$ cat src/rtl/mau_pkg.sv
// Shared definitions for the MEM-stage load/store unit: access size encodings,
// lane widths, the controller state enum and small alignment helpers.
package mau_pkg;

  // Access size encodings carried on req_size
  localparam logic [1:0] SZ_BYTE = 2'b00;
  localparam logic [1:0] SZ_HALF = 2'b01;
  localparam logic [1:0] SZ_WORD = 2'b10;
  localparam logic [1:0] SZ_RSVD = 2'b11;

  // Lane geometry of the 32-bit data memory word
  localparam int BYTE_W = 8;
  localparam int HALF_W = 16;
  localparam int WORD_W = 32;
  localparam int LANES  = WORD_W / BYTE_W;

  // Controller states
  typedef enum logic [2:0] {
    IDLE,
    LD_RD,
    LD_CAP,
    ST_WR,
    RMW_RD,
    RMW_CAP,
    RMW_WR
  } mau_state_e;

  // True when the low address bits are not a multiple of the access size
  function automatic logic misaligned(input logic [1:0] size, input logic [1:0] lo);
    return ((size == SZ_HALF) && lo[0]) || ((size == SZ_WORD) && (lo != 2'b00));
  endfunction

  // Clears the address bits below the access size (half keeps addr[1], word uses lane 0)
  function automatic logic [1:0] force_lo(input logic [1:0] size, input logic [1:0] lo);
    logic [1:0] r;
    case (size)
      SZ_HALF: r = {lo[1], 1'b0};
      SZ_WORD: r = 2'b00;
      default: r = lo;
    endcase
    return r;
  endfunction

endpackage

$ cat src/rtl/mau_lane_align.sv
// Combinational lane logic for the load/store unit: extracts and extends the
// addressed lane of a loaded word, and merges sub-word store data into a word
// read back from memory. Lanes are little-endian (byte k at bits [8k+7:8k]).
module mau_lane_align
  import mau_pkg::*;
(
  input  logic [1:0]        size,
  input  logic [1:0]        addr_lo,
  input  logic              is_unsigned,
  input  logic [WORD_W-1:0] word,
  input  logic [WORD_W-1:0] wdata,
  output logic [WORD_W-1:0] load_data,
  output logic [WORD_W-1:0] merged
);

  logic [BYTE_W-1:0] byte_sel;
  logic [HALF_W-1:0] half_sel;
  logic [LANES-1:0]  byte_en;
  logic [WORD_W-1:0] store_rep;

  // Pick the addressed byte and halfword out of the loaded word
  always_comb begin
    byte_sel = word[BYTE_W-1:0];
    case (addr_lo)
      2'd1:    byte_sel = word[2*BYTE_W-1:BYTE_W];
      2'd2:    byte_sel = word[3*BYTE_W-1:2*BYTE_W];
      2'd3:    byte_sel = word[4*BYTE_W-1:3*BYTE_W];
      default: byte_sel = word[BYTE_W-1:0];
    endcase
    half_sel = addr_lo[1] ? word[WORD_W-1:HALF_W] : word[HALF_W-1:0];
  end

  // Sign- or zero-extend the selected lane to a full word
  always_comb begin
    load_data = word;
    case (size)
      SZ_BYTE: load_data = is_unsigned ? {{(WORD_W-BYTE_W){1'b0}}, byte_sel}
                                       : {{(WORD_W-BYTE_W){byte_sel[BYTE_W-1]}}, byte_sel};
      SZ_HALF: load_data = is_unsigned ? {{(WORD_W-HALF_W){1'b0}}, half_sel}
                                       : {{(WORD_W-HALF_W){half_sel[HALF_W-1]}}, half_sel};
      default: load_data = word;
    endcase
  end

  // Byte enables and store data replicated into every lane it could land in
  always_comb begin
    byte_en   = '1;
    store_rep = wdata;
    case (size)
      SZ_BYTE: begin
        byte_en   = LANES'(1) << addr_lo;
        store_rep = {LANES{wdata[BYTE_W-1:0]}};
      end
      SZ_HALF: begin
        byte_en   = addr_lo[1] ? 4'b1100 : 4'b0011;
        store_rep = {2{wdata[HALF_W-1:0]}};
      end
      default: begin
        byte_en   = '1;
        store_rep = wdata;
      end
    endcase
  end

  // Per-lane merge: enabled lanes take store data, others keep the memory word
  generate
    for (genvar gi = 0; gi < LANES; gi++) begin : g_merge
      assign merged[gi*BYTE_W +: BYTE_W] = byte_en[gi] ? store_rep[gi*BYTE_W +: BYTE_W]
                                                       : word[gi*BYTE_W +: BYTE_W];
    end
  endgenerate

endmodule

$ cat src/rtl/mem_access_unit.sv
// MEM-stage load/store unit in front of a word-wide, byte-addressed data memory.
// Loads take two edges after accept; word stores one; byte/half stores are done
// as read-modify-write. All memory-side and response outputs are registered.
// Build option MAU_MISALIGN_CHECK_EN: when defined, misaligned half/word accesses
// are rejected; when undefined, the sub-size address bits are forced to zero.
module mem_access_unit
  import mau_pkg::*;
#(
  parameter int ADDR_W    = 32,
  parameter int MEM_BYTES = 1024
) (
  input  logic              clk,
  input  logic              rst_n,
  input  logic              req_valid,
  output logic              req_ready,
  input  logic              req_write,
  input  logic [1:0]        req_size,
  input  logic              req_unsigned,
  input  logic [ADDR_W-1:0] req_addr,
  input  logic [31:0]       req_wdata,
  output logic              resp_valid,
  output logic [31:0]       resp_rdata,
  output logic              err_valid,
  output logic [ADDR_W-1:0] err_addr,
  output logic              mem_read,
  output logic              mem_write,
  output logic [ADDR_W-1:0] mem_addr,
  output logic [31:0]       mem_wdata,
  input  logic [31:0]       mem_rdata
);

  // Highest address at which a full word still fits in the memory
  localparam logic [ADDR_W-1:0] LAST_WORD = ADDR_W'(MEM_BYTES - 4);

  mau_state_e state_reg, state_next;

  logic              mem_read_reg, mem_read_next;
  logic              mem_write_reg, mem_write_next;
  logic [ADDR_W-1:0] mem_addr_reg, mem_addr_next;
  logic [31:0]       mem_wdata_reg, mem_wdata_next;
  logic              resp_valid_reg, resp_valid_next;
  logic [31:0]       resp_rdata_reg, resp_rdata_next;
  logic              err_valid_reg, err_valid_next;
  logic [ADDR_W-1:0] err_addr_reg, err_addr_next;

  // Request fields held for the duration of an access
  logic [1:0]  size_reg;
  logic [1:0]  addr_lo_reg;
  logic        unsigned_reg;
  logic [31:0] wdata_reg;

  logic        size_bad;
  logic        out_of_range;
  logic        misalign;
  logic        req_err;
  logic        accept_ok;
  logic [1:0]  req_lo;
  logic [31:0] load_data;
  logic [31:0] merged;

  // Classify the presented request; alignment handling depends on the build option
  always_comb begin
    size_bad     = (req_size == SZ_RSVD);
    out_of_range = (req_addr > LAST_WORD);
`ifdef MAU_MISALIGN_CHECK_EN
    misalign     = misaligned(req_size, req_addr[1:0]);
    req_lo       = req_addr[1:0];
`else
    misalign     = 1'b0;
    req_lo       = force_lo(req_size, req_addr[1:0]);
`endif
    req_err      = size_bad || out_of_range || misalign;
    accept_ok    = (state_reg == IDLE) && req_valid && !req_err;
  end

  mau_lane_align u_align (
    .size        (size_reg),
    .addr_lo     (addr_lo_reg),
    .is_unsigned (unsigned_reg),
    .word        (mem_rdata),
    .wdata       (wdata_reg),
    .load_data   (load_data),
    .merged      (merged)
  );

  // Next-state and next-output logic of the access sequencer
  always_comb begin
    state_next      = state_reg;
    mem_read_next   = 1'b0;
    mem_write_next  = 1'b0;
    mem_addr_next   = mem_addr_reg;
    mem_wdata_next  = mem_wdata_reg;
    resp_valid_next = 1'b0;
    resp_rdata_next = resp_rdata_reg;
    err_valid_next  = 1'b0;
    err_addr_next   = err_addr_reg;
    case (state_reg)
      IDLE: begin
        if (req_valid) begin
          if (req_err) begin
            err_valid_next = 1'b1;
            err_addr_next  = req_addr;
          end else begin
            mem_addr_next = {req_addr[ADDR_W-1:2], 2'b00};
            if (!req_write) begin
              mem_read_next = 1'b1;
              state_next    = LD_RD;
            end else if (req_size == SZ_WORD) begin
              mem_write_next = 1'b1;
              mem_wdata_next = req_wdata;
              state_next     = ST_WR;
            end else begin
              mem_read_next = 1'b1;
              state_next    = RMW_RD;
            end
          end
        end
      end
      LD_RD:  state_next = LD_CAP;
      LD_CAP: begin
        resp_rdata_next = load_data;
        resp_valid_next = 1'b1;
        state_next      = IDLE;
      end
      ST_WR:   state_next = IDLE;
      RMW_RD:  state_next = RMW_CAP;
      RMW_CAP: begin
        mem_wdata_next = merged;
        mem_write_next = 1'b1;
        state_next     = RMW_WR;
      end
      RMW_WR:  state_next = IDLE;
      default: state_next = IDLE;
    endcase
  end

  // State register; reset aborts any access in flight
  always_ff @(posedge clk or negedge rst_n) begin
    if (!rst_n) state_reg <= IDLE;
    else        state_reg <= state_next;
  end

  // Registered memory-side and response outputs
  always_ff @(posedge clk or negedge rst_n) begin
    if (!rst_n) begin
      mem_read_reg   <= 1'b0;
      mem_write_reg  <= 1'b0;
      mem_addr_reg   <= '0;
      mem_wdata_reg  <= '0;
      resp_valid_reg <= 1'b0;
      resp_rdata_reg <= '0;
      err_valid_reg  <= 1'b0;
      err_addr_reg   <= '0;
    end else begin
      mem_read_reg   <= mem_read_next;
      mem_write_reg  <= mem_write_next;
      mem_addr_reg   <= mem_addr_next;
      mem_wdata_reg  <= mem_wdata_next;
      resp_valid_reg <= resp_valid_next;
      resp_rdata_reg <= resp_rdata_next;
      err_valid_reg  <= err_valid_next;
      err_addr_reg   <= err_addr_next;
    end
  end

  // Capture request fields on the accept edge only
  always_ff @(posedge clk or negedge rst_n) begin
    if (!rst_n) begin
      size_reg     <= SZ_BYTE;
      addr_lo_reg  <= 2'b00;
      unsigned_reg <= 1'b0;
      wdata_reg    <= '0;
    end else if (accept_ok) begin
      size_reg     <= req_size;
      addr_lo_reg  <= req_lo;
      unsigned_reg <= req_unsigned;
      wdata_reg    <= req_wdata;
    end
  end

  assign req_ready  = (state_reg == IDLE);
  assign mem_read   = mem_read_reg;
  assign mem_write  = mem_write_reg;
  assign mem_addr   = mem_addr_reg;
  assign mem_wdata  = mem_wdata_reg;
  assign resp_valid = resp_valid_reg;
  assign resp_rdata = resp_rdata_reg;
  assign err_valid  = err_valid_reg;
  assign err_addr   = err_addr_reg;

endmodule

$ cat config.mk
export PLATFORM = sky130hd
export DESIGN_NAME = mem_access_unit
export DESIGN_NICKNAME = d
export VERILOG_FILES = /design/src/rtl/mau_pkg.sv /design/src/rtl/mau_lane_align.sv /design/src/rtl/mem_access_unit.sv
export SDC_FILE = /design/constraint.sdc
export NUM_CORES = 1
export LEC_CHECK = 0
export CORE_ASPECT_RATIO = 1.4
export CORE_MARGIN = 2
export CORE_UTILIZATION = 47
export DETAILED_ROUTE_END_ITERATION = 6
export GPL_ROUTABILITY_DRIVEN = 0
export GPL_TIMING_DRIVEN = 0
export PLACE_DENSITY = 0.82
export SETUP_SLACK_MARGIN = 0.15
export SLEW_MARGIN = 20
export SYNTH_ARGS = -nofsm -noshare
export SYNTH_HDL_FRONTEND = slang
export SYNTH_SLANG_ARGS = --single-unit
$ cat constraint.sdc
create_clock -name clk -period 2.7 [get_ports clk]
set_clock_uncertainty 0.1 [all_clocks]
set_input_delay 0.675 -clock clk [delete_from_list [all_inputs] [get_ports clk]]
set_output_delay 0.675 -clock clk [all_outputs]
set_load 0.005 [all_outputs]
==> results.md <==
- Status: finished, final reports clean
- Number of synthesized flops with an enable pin: 0
- Clock sink count: 170
- Final hold viol count: 0
- Psw: 1330 µW
- Endpoints failing setup: 0
- Clk_lat worst skew: 420 ps
- Die X: 112 µm
- Most used routing layer in global routing: met2
- Final worst-path cycle share: 95.0%
- Synth Cell Area: 7740 µm²
- Placeable Area: 16200 µm²
- Met1 GRT Util: 31.7%
- Slew margin rel.: 47.8%
- Die height: 156 µm
- Iteration-0 DRC Markers: 424
- Vias: 6348
- Slew Viols, Final: 0
- Synthesized area per cell: 11.5 µm²
- Pin count of the biggest net entering global routing: 87
- Fraction of the mapped netlist area in simple logic gates: 9.77%
- Global-route met3 utilization: 7.50%
- Starting density of the core: 47.9%
- Power per Cell Area: 492 nW/µm²
- NumNets Final: 1046
- Synth Area in Adders: 0.485%
- Worst hold path type: in -> async
- Vias in the first global route: 6624
- Top-area cell type share of the netlist area: 54.9%
- Drt drc: 0
- Max FO, Critical Path: 5
- Via-to-Cell Ratio: 5.51
- Startpoint types: input pin
- Ant diodes: 0
- Post-synthesis compound-gate area fraction: 8.77%
- Synth area leaders: dfrtp_1 (55%), mux2_2 (18%), mux2i_1 (5.0%), nand2_1 (3.9%), o21ai_0 (3.3%)
- CP required: 2910 ps
- Layout fillers: 1197
- Worst Max-Slew Pin Slew: 782 ps
- Yosys top cell by area: dfrtp_1
- Flop pwr share: 48.2%
- Initial antenna violation count: 1
- Final Critical Period: 2570 ps
- CTS tree: yes
- Fraction of registers with async set or reset after synthesis: 100%
- Synth Flop Type: dfrtp_1
- Register area: 4250 µm²
- First-pass GRT wire length: 36.6 mm
- # port buffers: 233
- Count leader, synth: dfrtp_1
- CTS clk-pin slew, worst paths: 70 ps
- Switch share: 24.2%
- Setup TNS: 0 ps
- Total global-route track usage: 27.2%
- CTS root buffer: clkbuf_16
- Grt met2 use: 46.5%
- Register area share after synthesis: 54.9%
- # H-tree levels: 4
- P&R area growth vs syn: 44.5%
- RSZ-0062 raised after global routing: true
- Cell count after synthesis: 673
- FMAX: 390 MHz
- Xor/xnor cell area share of the yosys netlist: 0%
- Syn. warnings: 0
- Mux share of post-synthesis cell area: 23.1%
- Gr ovfl total: 0
- ANT nets after route: 0
- Worst r2r path cells: 6
- Row count: 55
- Final total power: 5500 µW
- P_int: 4170 µW
- Leak Pwr: 0.00519 µW
- List of most frequent post-synthesis cells: dfrtp_1 (170), mux2_2 (122), nand2_1 (80)
- Max_cap viols: 0
- Area taken by multi-input logic gates: 3410 µm²
- Final hold slack: 148 ps
- Synth Register Bits: 170
- Final Util: 69.2%
- I/O pin cnt: 236
- Placed cell area: 10400 µm²
- Routed len/inst: 20.3 µm
- Comb pwr share: 10.3%
- Worst endpoint data arrival time: 2770 ps
- Post-DP HPWL: 17.2 mm
- Critical Path End Type: flip-flop
- Critical path class: in -> reg
- First drt pass iteration count: 6
- Worst vdd ir: 328 µV
- Largest family of logic cells by synthesized area: multiplexers
- Cell variety after synth: 37
- Final std cell area, no fill: 11200 µm²
- Clock share of power: 41.5%
- Die area: 17500 µm²
- Share of layout cells above drive strength 1: 23.2%
- Total Wirelength: 23.3 mm
- CTS max path bufs: 2
- TritonCTS buffer count: 17
## what timing repair did
item | 4_1_cts | 5_1_grt
hold buffers | 0 | 0
endpoints found under the setup margin | 142 | 134
pin swaps | 11 | 13
resized for setup | 80 | 54
gates cloned | 2 | 0
setup buffers | 7 | 4
## final cells by class
| type | count | area share [%] |
|---|---|---|
| Tap cell | 199 | 2.22 |
| Clock inverter | 13 | 0.984 |
| Sequential cell | 170 | 38.0 |
| Inverter | 7 | 0.235 |
| Clock buffer | 19 | 3.96 |
| Timing Repair Buffer | 247 | 22.0 |
| Buffer | 42 | 2.14 |
| Multi-Input combinational cell | 455 | 30.5 |
## layer usage
layer,routed length (µm),vias up
met5,0,-
met4,1060,0
met3,1760,68
met2,11900,297
met1,8640,3084
li1,-,2899
## through the flow
stage | instances | setup slack [ps]
after floorplan | 674 | 11.7
after global placement | 1106 | -6170
after detailed placement | 1107 | -841
after CTS | 1148 | 60.0
after global routing | 1152 | 116
final | 1152 | 134
## logic make-up (layout without fill, tap and decap cells)
kind of cell | Yosys count | in the layout
flip-flops | 170 | 170
adder cells (fa/ha/maj) | 3 | 3
multiplexers | 162 | 162
other | 1 | 2
AO/OA/AOI/OAI | 119 | 119
AND/OR/NAND/NOR | 169 | 169
buffers and inverters | 49 | 328
## worst max-delay path: stages
cell	delay, ps
clkdlybuf4s50_1	490
and3_1	180
or4b_1	450
buf_6	140
o21ai_4	130
buf_6	170
buf_6	110
buf_8	120
mux2_4	300
## layout by cell type (no fill, tap or decap), drive strengths merged
| cell | n |
|---|---|
| a2111oi | 1 |
| a211oi | 2 |
| a21o | 2 |
| a21oi | 45 |
| a221oi | 7 |
| a41o | 1 |
| and2 | 22 |
| and3 | 1 |
| buf | 32 |
| clkbuf | 61 |
| clkdlybuf4s15 | 3 |
| clkdlybuf4s50 | 199 |
| clkinv | 5 |
| clkinvlp | 4 |
| conb | 2 |
| dfrtp | 170 |
| dlygate4sd2 | 4 |
| dlymetal6s2s | 9 |
| ha | 3 |
| inv | 11 |
| mux2 | 122 |
| mux2i | 39 |
| mux4 | 1 |
| nand2 | 80 |
| nand2b | 4 |
| nand3 | 2 |
| nand4 | 3 |
| nor2 | 35 |
| nor2b | 1 |
| nor3 | 12 |
| nor3b | 1 |
| nor4 | 5 |
| o21ai | 52 |
| o22ai | 7 |
| o41ai | 2 |
| or2 | 2 |
| or4b | 1 |
## path summary, 6_finish.rpt
check	start	slack [ps]	endpoint
setup / recovery	req_valid	130	mem_wdata[0]
hold / removal	rst_n	150	mem_wdata[10]
setup reg to reg	state_reg[1]	200	mem_wdata[0]
hold reg to reg	resp_rdata[6]	380	resp_rdata[6]
max in group asynchronous	rst_n	1490	mem_addr[7]
min in group clk	resp_rdata[6]	380	resp_rdata[6]
## power by group through the flow
stage / combinational [µW] / clock (µW) / sequential (µW)
4_1_cts: 568 / 2320 / 2650
2_1_floorplan: 126 / 0 / 2700
5_1_grt: 609 / 2450 / 2660
3_5_place_dp: 562 / 0 / 2700
3_3_place_gp: 552 / 0 / 2700
6_report: 566 / 2290 / 2650
Note: power is estimated with default switching activity, not from simulation.
